==> src/rtl/cm_pkg.sv <==
// Shared protocol bytes, FSM states and synchronizer depth for the CM bus arbiter.
package cm_pkg;

    localparam logic [7:0] CM_START = 8'h01;
    localparam logic [7:0] CM_BEGIN = 8'h02;
    localparam logic [7:0] CM_YES   = 8'h03;
    localparam logic [7:0] CM_NO    = 8'h04;
    localparam logic [7:0] CM_END   = 8'h05;

    localparam int SYNC_DEPTH = 2;

    typedef enum logic [2:0] {
        ST_IDLE,
        ST_ARB,
        ST_SEND_START,
        ST_SEND_DATA,
        ST_SEND_END,
        ST_TURN,
        ST_WAIT_REPLY
    } state_t;

endpackage

==> src/rtl/cm_edge_sync.sv <==
// Multi-flop synchronizer with per-bit rise/fall detection on the two newest stages.
module cm_edge_sync
    import cm_pkg::*;
#(
    parameter int W = 1
) (
    input  logic         clk,
    input  logic         reset,
    input  logic [W-1:0] d,
    output logic [W-1:0] q,
    output logic [W-1:0] rise,
    output logic [W-1:0] fall
);

    logic [W-1:0] stage [SYNC_DEPTH];

    always_ff @(posedge clk) begin
        if (reset) begin
            for (int i = 0; i < SYNC_DEPTH; i++) stage[i] <= '0;
        end else begin
            stage[0] <= d;
            for (int i = 1; i < SYNC_DEPTH; i++) stage[i] <= stage[i-1];
        end
    end

    // stage[SYNC_DEPTH-1] is the older sample, stage[SYNC_DEPTH-2] the newer one
    assign q    = stage[SYNC_DEPTH-1];
    assign rise = ~stage[SYNC_DEPTH-1] &  stage[SYNC_DEPTH-2];
    assign fall =  stage[SYNC_DEPTH-1] & ~stage[SYNC_DEPTH-2];

endmodule

==> src/rtl/cm_bus_arbiter.sv <==
// Round-robin arbiter sending START/payload/END frames on the CM bus and capturing the MCU reply.
// Optional reply-latency counter is built when CM_LATENCY_CNT_EN is defined.
module cm_bus_arbiter
    import cm_pkg::*;
#(
    parameter int NREQ          = 2,
    parameter int REPLY_TIMEOUT = 5_000_000
) (
    input  logic              CLK_50,
    input  logic              SW,
    input  logic              CLK_inter,
    input  logic [7:0]        data_in,
    output logic [7:0]        data_out,
    output logic              drive_en,
    input  logic [NREQ-1:0]   req,
    input  logic [8*NREQ-1:0] req_payload,
    output logic [NREQ-1:0]   gnt,
    output logic              busy,
    output logic [7:0]        reply,
    output logic              reply_valid,
    output logic              timeout,
    output logic [31:0]       reply_cycles
);

    localparam int PTR_W = (NREQ > 1) ? $clog2(NREQ) : 1;
    localparam logic [31:0] TIMEOUT_LAST = (REPLY_TIMEOUT == 0) ? 32'd0 : 32'(REPLY_TIMEOUT - 1);

    state_t state, state_next;

    logic [PTR_W-1:0] ptr;
    logic [PTR_W-1:0] winner;
    logic             found;
    logic [7:0]       win_payload;
    logic [7:0]       payload;
    logic [31:0]      wait_cnt;

    logic       inter_q, inter_rise, inter_fall;
    logic [7:0] data_q, data_rise, data_fall;
    logic       reply_ok, timeout_hit;
    logic       unused_sync;

    cm_edge_sync #(.W(1)) u_inter_sync (
        .clk   (CLK_50),
        .reset (SW),
        .d     (CLK_inter),
        .q     (inter_q),
        .rise  (inter_rise),
        .fall  (inter_fall)
    );

    cm_edge_sync #(.W(8)) u_data_sync (
        .clk   (CLK_50),
        .reset (SW),
        .d     (data_in),
        .q     (data_q),
        .rise  (data_rise),
        .fall  (data_fall)
    );

    assign unused_sync = inter_q ^ inter_rise;

    // A reply byte counts only when two consecutive synchronized samples agree
    assign reply_ok    = ~|(data_rise | data_fall) && (data_q == CM_YES || data_q == CM_NO);
    assign timeout_hit = (REPLY_TIMEOUT != 0) && (wait_cnt == TIMEOUT_LAST);

    always_comb begin
        logic [PTR_W-1:0] idx;
        idx         = '0;
        winner      = '0;
        found       = 1'b0;
        win_payload = 8'h00;
        for (int i = 0; i < NREQ; i++) begin
            idx = PTR_W'((int'(ptr) + i) % NREQ);
            if (!found && req[idx]) begin
                found  = 1'b1;
                winner = idx;
            end
        end
        for (int i = 0; i < NREQ; i++) begin
            if (PTR_W'(i) == winner) win_payload = req_payload[8*i +: 8];
        end
    end

    always_comb begin
        state_next = state;
        drive_en   = 1'b0;
        data_out   = 8'h00;
        busy       = (state != ST_IDLE);
        case (state)
            ST_IDLE:       if (|req) state_next = ST_ARB;
            ST_ARB:        state_next = found ? ST_SEND_START : ST_IDLE;
            ST_SEND_START: begin
                drive_en = 1'b1;
                data_out = CM_START;
                if (inter_fall) state_next = ST_SEND_DATA;
            end
            ST_SEND_DATA: begin
                drive_en = 1'b1;
                data_out = payload;
                if (inter_fall) state_next = ST_SEND_END;
            end
            ST_SEND_END: begin
                drive_en = 1'b1;
                data_out = CM_END;
                if (inter_fall) state_next = ST_TURN;
            end
            ST_TURN:       state_next = ST_WAIT_REPLY;
            ST_WAIT_REPLY: if (reply_ok || timeout_hit) state_next = ST_IDLE;
            default:       state_next = ST_IDLE;
        endcase
    end

    always_ff @(posedge CLK_50) begin
        if (SW) begin
            state       <= ST_IDLE;
            ptr         <= '0;
            gnt         <= '0;
            payload     <= 8'h00;
            reply       <= 8'h00;
            reply_valid <= 1'b0;
            timeout     <= 1'b0;
            wait_cnt    <= '0;
        end else begin
            state       <= state_next;
            reply_valid <= 1'b0;
            timeout     <= 1'b0;
            case (state)
                ST_ARB: begin
                    if (found) begin
                        gnt     <= NREQ'(1) << winner;
                        payload <= win_payload;
                        ptr     <= (int'(winner) == NREQ - 1) ? '0 : winner + 1'b1;
                    end
                end
                ST_TURN: wait_cnt <= '0;
                ST_WAIT_REPLY: begin
                    // Reply takes priority over a coincident timeout
                    if (reply_ok) begin
                        reply       <= data_q;
                        reply_valid <= 1'b1;
                        gnt         <= '0;
                    end else if (timeout_hit) begin
                        timeout <= 1'b1;
                        gnt     <= '0;
                    end else if (wait_cnt != '1) begin
                        wait_cnt <= wait_cnt + 32'd1;
                    end
                end
                default: ;
            endcase
        end
    end

`ifdef CM_LATENCY_CNT_EN
    logic [31:0] lat_cnt;

    always_ff @(posedge CLK_50) begin
        if (SW) begin
            lat_cnt      <= '0;
            reply_cycles <= '0;
        end else begin
            if (state == ST_TURN) begin
                lat_cnt <= '0;
            end else if (state == ST_WAIT_REPLY && lat_cnt != '1) begin
                lat_cnt <= lat_cnt + 32'd1;
            end
            if (state == ST_WAIT_REPLY && reply_ok) reply_cycles <= lat_cnt;
        end
    end
`else
    assign reply_cycles = '0;
`endif

endmodule

==> config.mk <==
export PLATFORM = sky130hd
export DESIGN_NAME = cm_bus_arbiter
export DESIGN_NICKNAME = d
export VERILOG_FILES = /design/src/rtl/cm_pkg.sv /design/src/rtl/cm_edge_sync.sv /design/src/rtl/cm_bus_arbiter.sv
export SDC_FILE = /design/constraint.sdc
export NUM_CORES = 1
export LEC_CHECK = 0
export CAP_MARGIN = 20
export CORE_ASPECT_RATIO = 1.5
export CORE_MARGIN = 2
export CORE_UTILIZATION = 46
export CTS_CLUSTER_SIZE = 12
export DETAILED_ROUTE_END_ITERATION = 12
export PLACE_DENSITY = 0.76
export SLEW_MARGIN = 15
export SYNTH_ARGS = -nofsm -noshare
export SYNTH_HDL_FRONTEND = slang
export SYNTH_HIERARCHICAL = 1
export SYNTH_SLANG_ARGS = --single-unit
==> constraint.sdc <==
create_clock -name CLK_50 -period 2.5 [get_ports CLK_50]
set_clock_uncertainty 0.05 [all_clocks]
set_input_delay 0.25 -clock CLK_50 [delete_from_list [all_inputs] [get_ports CLK_50]]
set_output_delay 0.25 -clock CLK_50 [all_outputs]
set_load 0.01 [all_outputs]
==> run_results.csv, run 1 <==
group,metric,value,unit
placement,io_buffers,50,
yosys,syn_area_per_cell,8.348,um^2
floorplanning,rows,41,
cts,path_clk_slew,0.06,ns
final_layout,area.sequential,1483,um^2
floorplanning,boundaryPins,83,
critical_path,rrSetupSlack,0.05,ns
grt,grt_use_total,22.22,%
cts,clk_latency,0.34,ns
cts,cts_tree,"yes",
floorplanning,die_w,79.41,um
cts,clockBufferDepth,2,
floorplanning,die_h,117.1,um
sta,final.setup.tns,0,ns
cts,cts.hold.buffers_added,0,
grt,grt_pass1_vias,3523,
floorplanning,start_util,46.93,%
worst_hold_path,hold_path.class,"input port to register",
pwr,p_leak,1.895,nW
route,vias_per_cell,5.767,
critical_path,worstSetupEndpointType,"register",
critical_path,cp_data_required_time,2.67,ns
sta,max_freq,409.0,MHz
sta,maxSlewViolCount,0,
grt,grt_first_pass_wirelength,16250,um
cts,clock-sinks,74,
run,maxCapViolations,0,
grt,grt_max_degree,30,
placement,dp_hpwl,7150,um
final_layout,fillCellCount,733,
cts,cts_htree_levels,3,
final_layout,drive_gt1_share,18.40,%
pwr,power_density,558.1,nW/um^2
critical_path,worstPathMaxFanout,5,
route,drt_iter0_drc,388,
sta,hold_viol,0,
final_layout,n_antenna_cell,0,
route,drt-pass1-iter-count,6,
grt,grt_overflow,0,
final_layout,area_growth,28.00,%
sta,period_share,97.80,%
yosys,syn_area,3924,um^2
floorplanning,design.die.area,9300,um^2
yosys,synthesis.instances,470,
sta,setup_viol,0,
status,status,"finished clean",
route,ant_nets,0,
route,wirelength,10400,um
sta,worst_pin_slew,0.5814,ns
cts,numCtsBuffers,9,
pwr,ir_drop,0.5207,mV
route,drc_errors,0,
route,vias,3783,
critical_path,cp_data_arrival_time,2.61,ns
sta,min_period,2.445,ns
route,wl_per_cell,15.86,um
final_layout,post-route-util,60.06,%
sta,slew-limit-headroom,61.24,%
final_layout,final_nets,575,
floorplanning,core,8362,um^2
placement,gp_congestion,0.8851,
critical_path,critical_path_class,"register to register",
cts,cts_root_buf,"clkbuf_16",
final_layout,multiInputGateArea,2185,um^2
grt,antenna_found_initial,0,
yosys,ys_warn_count,6,
critical_path,start_kind,"register",
per-layer routing:
metal  vias up  track usage, %  part of all wire, %
met1      1792           24.29                   38
met2       147           40.11                   52
met4         0           13.22                  4.5
li1       1804               -                    -
met5         -               0                    0
met3        40           3.681                  5.1
flip-flops by register name, indices dropped and copies added, names as in the netlist, 2 cells and up:
name,flops
gnt,2
payload,8
reply,8
state,3
u_data_sync/stage,16
u_inter_sync/stage,2
wait_cnt,32
stage by stage:
step / worst slack (ns) / cell area, um^2 / cells / hold WS [ns] / total power, mW
after global routing: -0.03317 / 5022 / 656 / 0.3754 / 2.914
after CTS: 0.01699 / 4931 / 653 / 0.3409 / 2.819
after floorplan: 0.05983 / 4040 / 501 / 0.2716 / 1.472
after global placement: 0.01982 / 4604 / 636 / 0.3940 / 1.538
final: 0.05493 / 5022 / 656 / 0.3480 / 2.803
after detailed placement: -0.02275 / 4604 / 636 / 0.3957 / 1.546
path summary, 6_finish.rpt:
| path | cells after the start | from | end |
|---|---|---|---|
| worst max-delay path | 6 | wait_cnt[13] | wait_cnt[2] |
| worst max register to register | 6 | wait_cnt[13] | wait_cnt[2] |
| worst min register to register | 1 | reply[4] | reply[4] |
| worst min-delay path | 2 | SW | state[0] |
worst max-delay path, cell delays in order, from the launching register on:
cell,delay (ns)
dfxtp_1,0.38
nand4_2,0.16
or4_4,0.57
or4_4,0.52
nor3b_4,0.22
and3_4,0.19
o221a_1,0.24
placed cells by master, fill, tap and decap left out, types with 2 or more instances in the layout:
cell,count
o21ai_0,16
o31ai_1,4
or2_2,5
mux2i_1,12
nor2_1,41
a31oi_1,27
inv_1,9
buf_12,3
or3_1,4
nor2b_2,7
nor2b_1,24
o41ai_1,2
nand2_1,25
nand2b_1,3
clkdlybuf4s50_1,49
a311oi_1,9
and3_1,9
nor4_2,2
conb_1,32
nand4b_1,2
nor4_1,8
dfxtp_1,73
and2b_2,6
a211oi_1,8
and2_1,7
nor4b_1,2
nor3_1,17
or4_4,4
nand4_1,14
o211ai_1,3
a21oi_1,14
nand3_1,15
o311ai_0,2
buf_4,45
clkbuf_16,9
o21ai_1,3
and3b_1,2
where the power goes:
| group | internal [mW] | switching [mW] | leakage, nW |
|---|---|---|---|
| registers | 1.22 | 0.0200 | 0.602 |
| clock network | 0.796 | 0.483 | 0.142 |
| logic | 0.138 | 0.151 | 1.15 |
what timing repair did:
action,4_1_cts,5_1_grt
setup endpoints to repair,5,31
cloned,0,1
resized for setup,1,12
buffers inserted,2,2
pin swaps,0,1
final cells by class:
class	instances	share of cell area (%)
clock buffers	11	4.833
inverters	9	0.6726
well taps	107	2.666
multi-input cells	353	43.50
repair buffers	98	17.79
flip-flops and latches	74	29.52
clock inverters	4	1.021
Note: power is estimated with default switching activity, not from simulation.
==> run 2, diff against run 1 <==
--- a/config.mk
+++ b/config.mk
@@ -8,10 +8,11 @@
 export CAP_MARGIN = 20
 export CORE_ASPECT_RATIO = 1.5
 export CORE_MARGIN = 2
-export CORE_UTILIZATION = 46
+export CORE_UTILIZATION = 51
 export CTS_CLUSTER_SIZE = 12
 export DETAILED_ROUTE_END_ITERATION = 12
-export PLACE_DENSITY = 0.76
+export PLACE_DENSITY = 0.8
+export SETUP_SLACK_MARGIN = 0.4
 export SLEW_MARGIN = 15
 export SYNTH_ARGS = -nofsm -noshare
 export SYNTH_HDL_FRONTEND = slang
==> constraint.sdc (replaced) <==
create_clock -name CLK_50 -period 2.8 [get_ports CLK_50]
set_clock_uncertainty 0.05 [all_clocks]
set_input_delay 0.28 -clock CLK_50 [delete_from_list [all_inputs] [get_ports CLK_50]]
set_output_delay 0.28 -clock CLK_50 [all_outputs]
set_load 0.01 [all_outputs]
==> run 2 against run 1 <==
Sequential power fell by 11%. Clock power fell by 13%. Core utilization rose by 7.6 points. Final area rose by 1.8%. Largest power group unchanged. Highest routed layer unchanged.
==> run_results.csv, run 2 (same netlist as run 1, synthesis figures left out) <==
group,metric,value,unit
status,status,"finished clean",
final_layout,drive_gt1_share,23.53,%
final_layout,n_antenna_cell,0,
route,drt_iter0_drc,519,
grt,grt_first_pass_wirelength,17190,um
cts,cts_root_buf,"clkbuf_16",
sta,period_share,90.07,%
cts,clk_latency,0.35,ns
sta,hold_viol,0,
cts,clockBufferDepth,2,
grt,antenna_found_initial,0,
route,vias_per_cell,6.161,
critical_path,r2r-start,"wait_cnt[16]",
sta,maxSlewViolCount,0,
pwr,p_leak,1.874,nW
sta,slew-limit-headroom,47.94,%
sta,worst_pin_slew,0.7738,ns
sta,grt_setup_unrepaired,"yes",
floorplanning,rows,39,
critical_path,worstPathMaxFanout,11,
critical_path,critical_path_class,"register to register",
pwr,power_density,481.8,nW/um^2
cts,path_clk_slew,0.06,ns
cts,clock-sinks,74,
floorplanning,boundaryPins,83,
final_layout,largest_reg_flops,32,
route,vias,3980,
final_layout,final_cell_mix,"dfxtp_1, clkdlybuf4s50_1, nor2_1, buf_4, conb_1",
grt,grt_overflow,0,
cts,cts_htree_levels,3,
sta,min_period,2.522,ns
pwr,power.total,2.464,mW
critical_path,start_kind,"register",
cts,cts_tree,"yes",
final_layout,regMostFlops,"wait_cnt",
placement,dp_hpwl,6747,um
run,maxCapViolations,0,
route,ant_nets,0,
floorplanning,die_w,75.62,um
final_layout,top_regs,"wait_cnt: 32 flops, u_data_sync/stage: 16 flops",
critical_path,cp_data_arrival_time,2.70,ns
floorplanning,design.die.area,8425,um^2
floorplanning,start_util,51.88,%
critical_path,cp_data_required_time,2.98,ns
placement,gp_congestion,1.025,
route,wirelength,11250,um
route,drt-pass1-iter-count,7,
final_layout,mostFrequentLayoutCell,"dfxtp_1",
worst_hold_path,holdCritStartpoint,"SW",
route,drc_errors,0,
cts,cts.hold.buffers_added,0,
floorplanning,die_h,111.4,um
cts,numCtsBuffers,9,
sta,max_freq,396.5,MHz
worst_hold_path,hold_path.class,"input port to register",
critical_path,startpoint,"wait_cnt[16]",
placement,io_buffers,50,
floorplanning,core,7564,um^2
critical_path,worstSetupEndpointType,"register",
final_layout,area_growth,30.36,%
sta,final.setup.tns,0,ns
grt,grt_max_degree,34,
pwr,ir_drop,0.4149,mV
sta,setup_viol,0,
route,wl_per_cell,17.42,um
final_layout,final_nets,569,
grt,grt_use_total,25.85,%
grt,grt_pass1_vias,3713,
==> run 2: cell types whose count changed in the layout (fill, tap and decap cells not counted), sizes merged <==
cell      delta
inv          +2
clkinvlp     +1
clkinv       +1
buf          -7
bufinv       -1
nor3b        +1
clkbuf       -2
==> run 2: worst paths after layout <==
kind / end / slack (ns) / cells past startpoint
hold / removal: u_data_sync/stage[0][2] / 0.33 / 2
hold reg to reg: reply[7] / 0.42 / 1
setup reg to reg: wait_cnt[4] / 0.28 / 7
setup / recovery: wait_cnt[4] / 0.28 / 7
==> run 2: critical path, stage by stage, from the launching register on <==
cell,delay [ns]
dfxtp_4,0.38
nand4_1,0.16
or4_4,0.59
or4_4,0.54
nand2_2,0.12
buf_8,0.15
nor2_4,0.08
a311oi_1,0.33
==> run 2: final cells by class <==
class                   count  area (um^2)
repair buffers             91        822.0
inverters                   9        33.78
fillers                   562         2449
clock inverters             7        61.31
flip-flops and latches     74         1534
multi-input cells         354         2311
well taps                 102        127.6
clock buffers               9        225.2
==> run 2: report_power, final <==
| part | switching, mW | internal, mW |
|---|---|---|
| registers | 0.0213 | 1.07 |
| logic | 0.136 | 0.124 |
| clock network | 0.494 | 0.615 |
| total | 0.651 | 1.81 |
==> run 2: per-stage QoR <==
step	cell area, um^2	util (%)	cells	hold WS, ns	setup WS [ns]
6_report	5115	67.63	646	0.3267	0.2779
5_1_grt	5115	67.63	646	0.3525	0.2567
4_1_cts	4891	64.66	636	0.3123	0.3947
3_5_place_dp	4420	58.45	610	0.3931	0.1836
3_3_place_gp	4420	58.45	610	0.3946	0.2694
2_1_floorplan	4045	-	501	0.3016	0.4055
==> run 2: timing repair <==
action                                  CTS  global route
cloned                                    2             0
pin swaps                                 5             7
setup buffers                             8            10
endpoints found under the setup margin   41            40
gates resized for setup                  24            38
==> run 2: per-layer routing <==
metal,track usage (%),share of wire (%)
met4,15.67,7.4
met5,0,0
met3,6.425,7.7
met1,30.54,36
met2,40.87,49
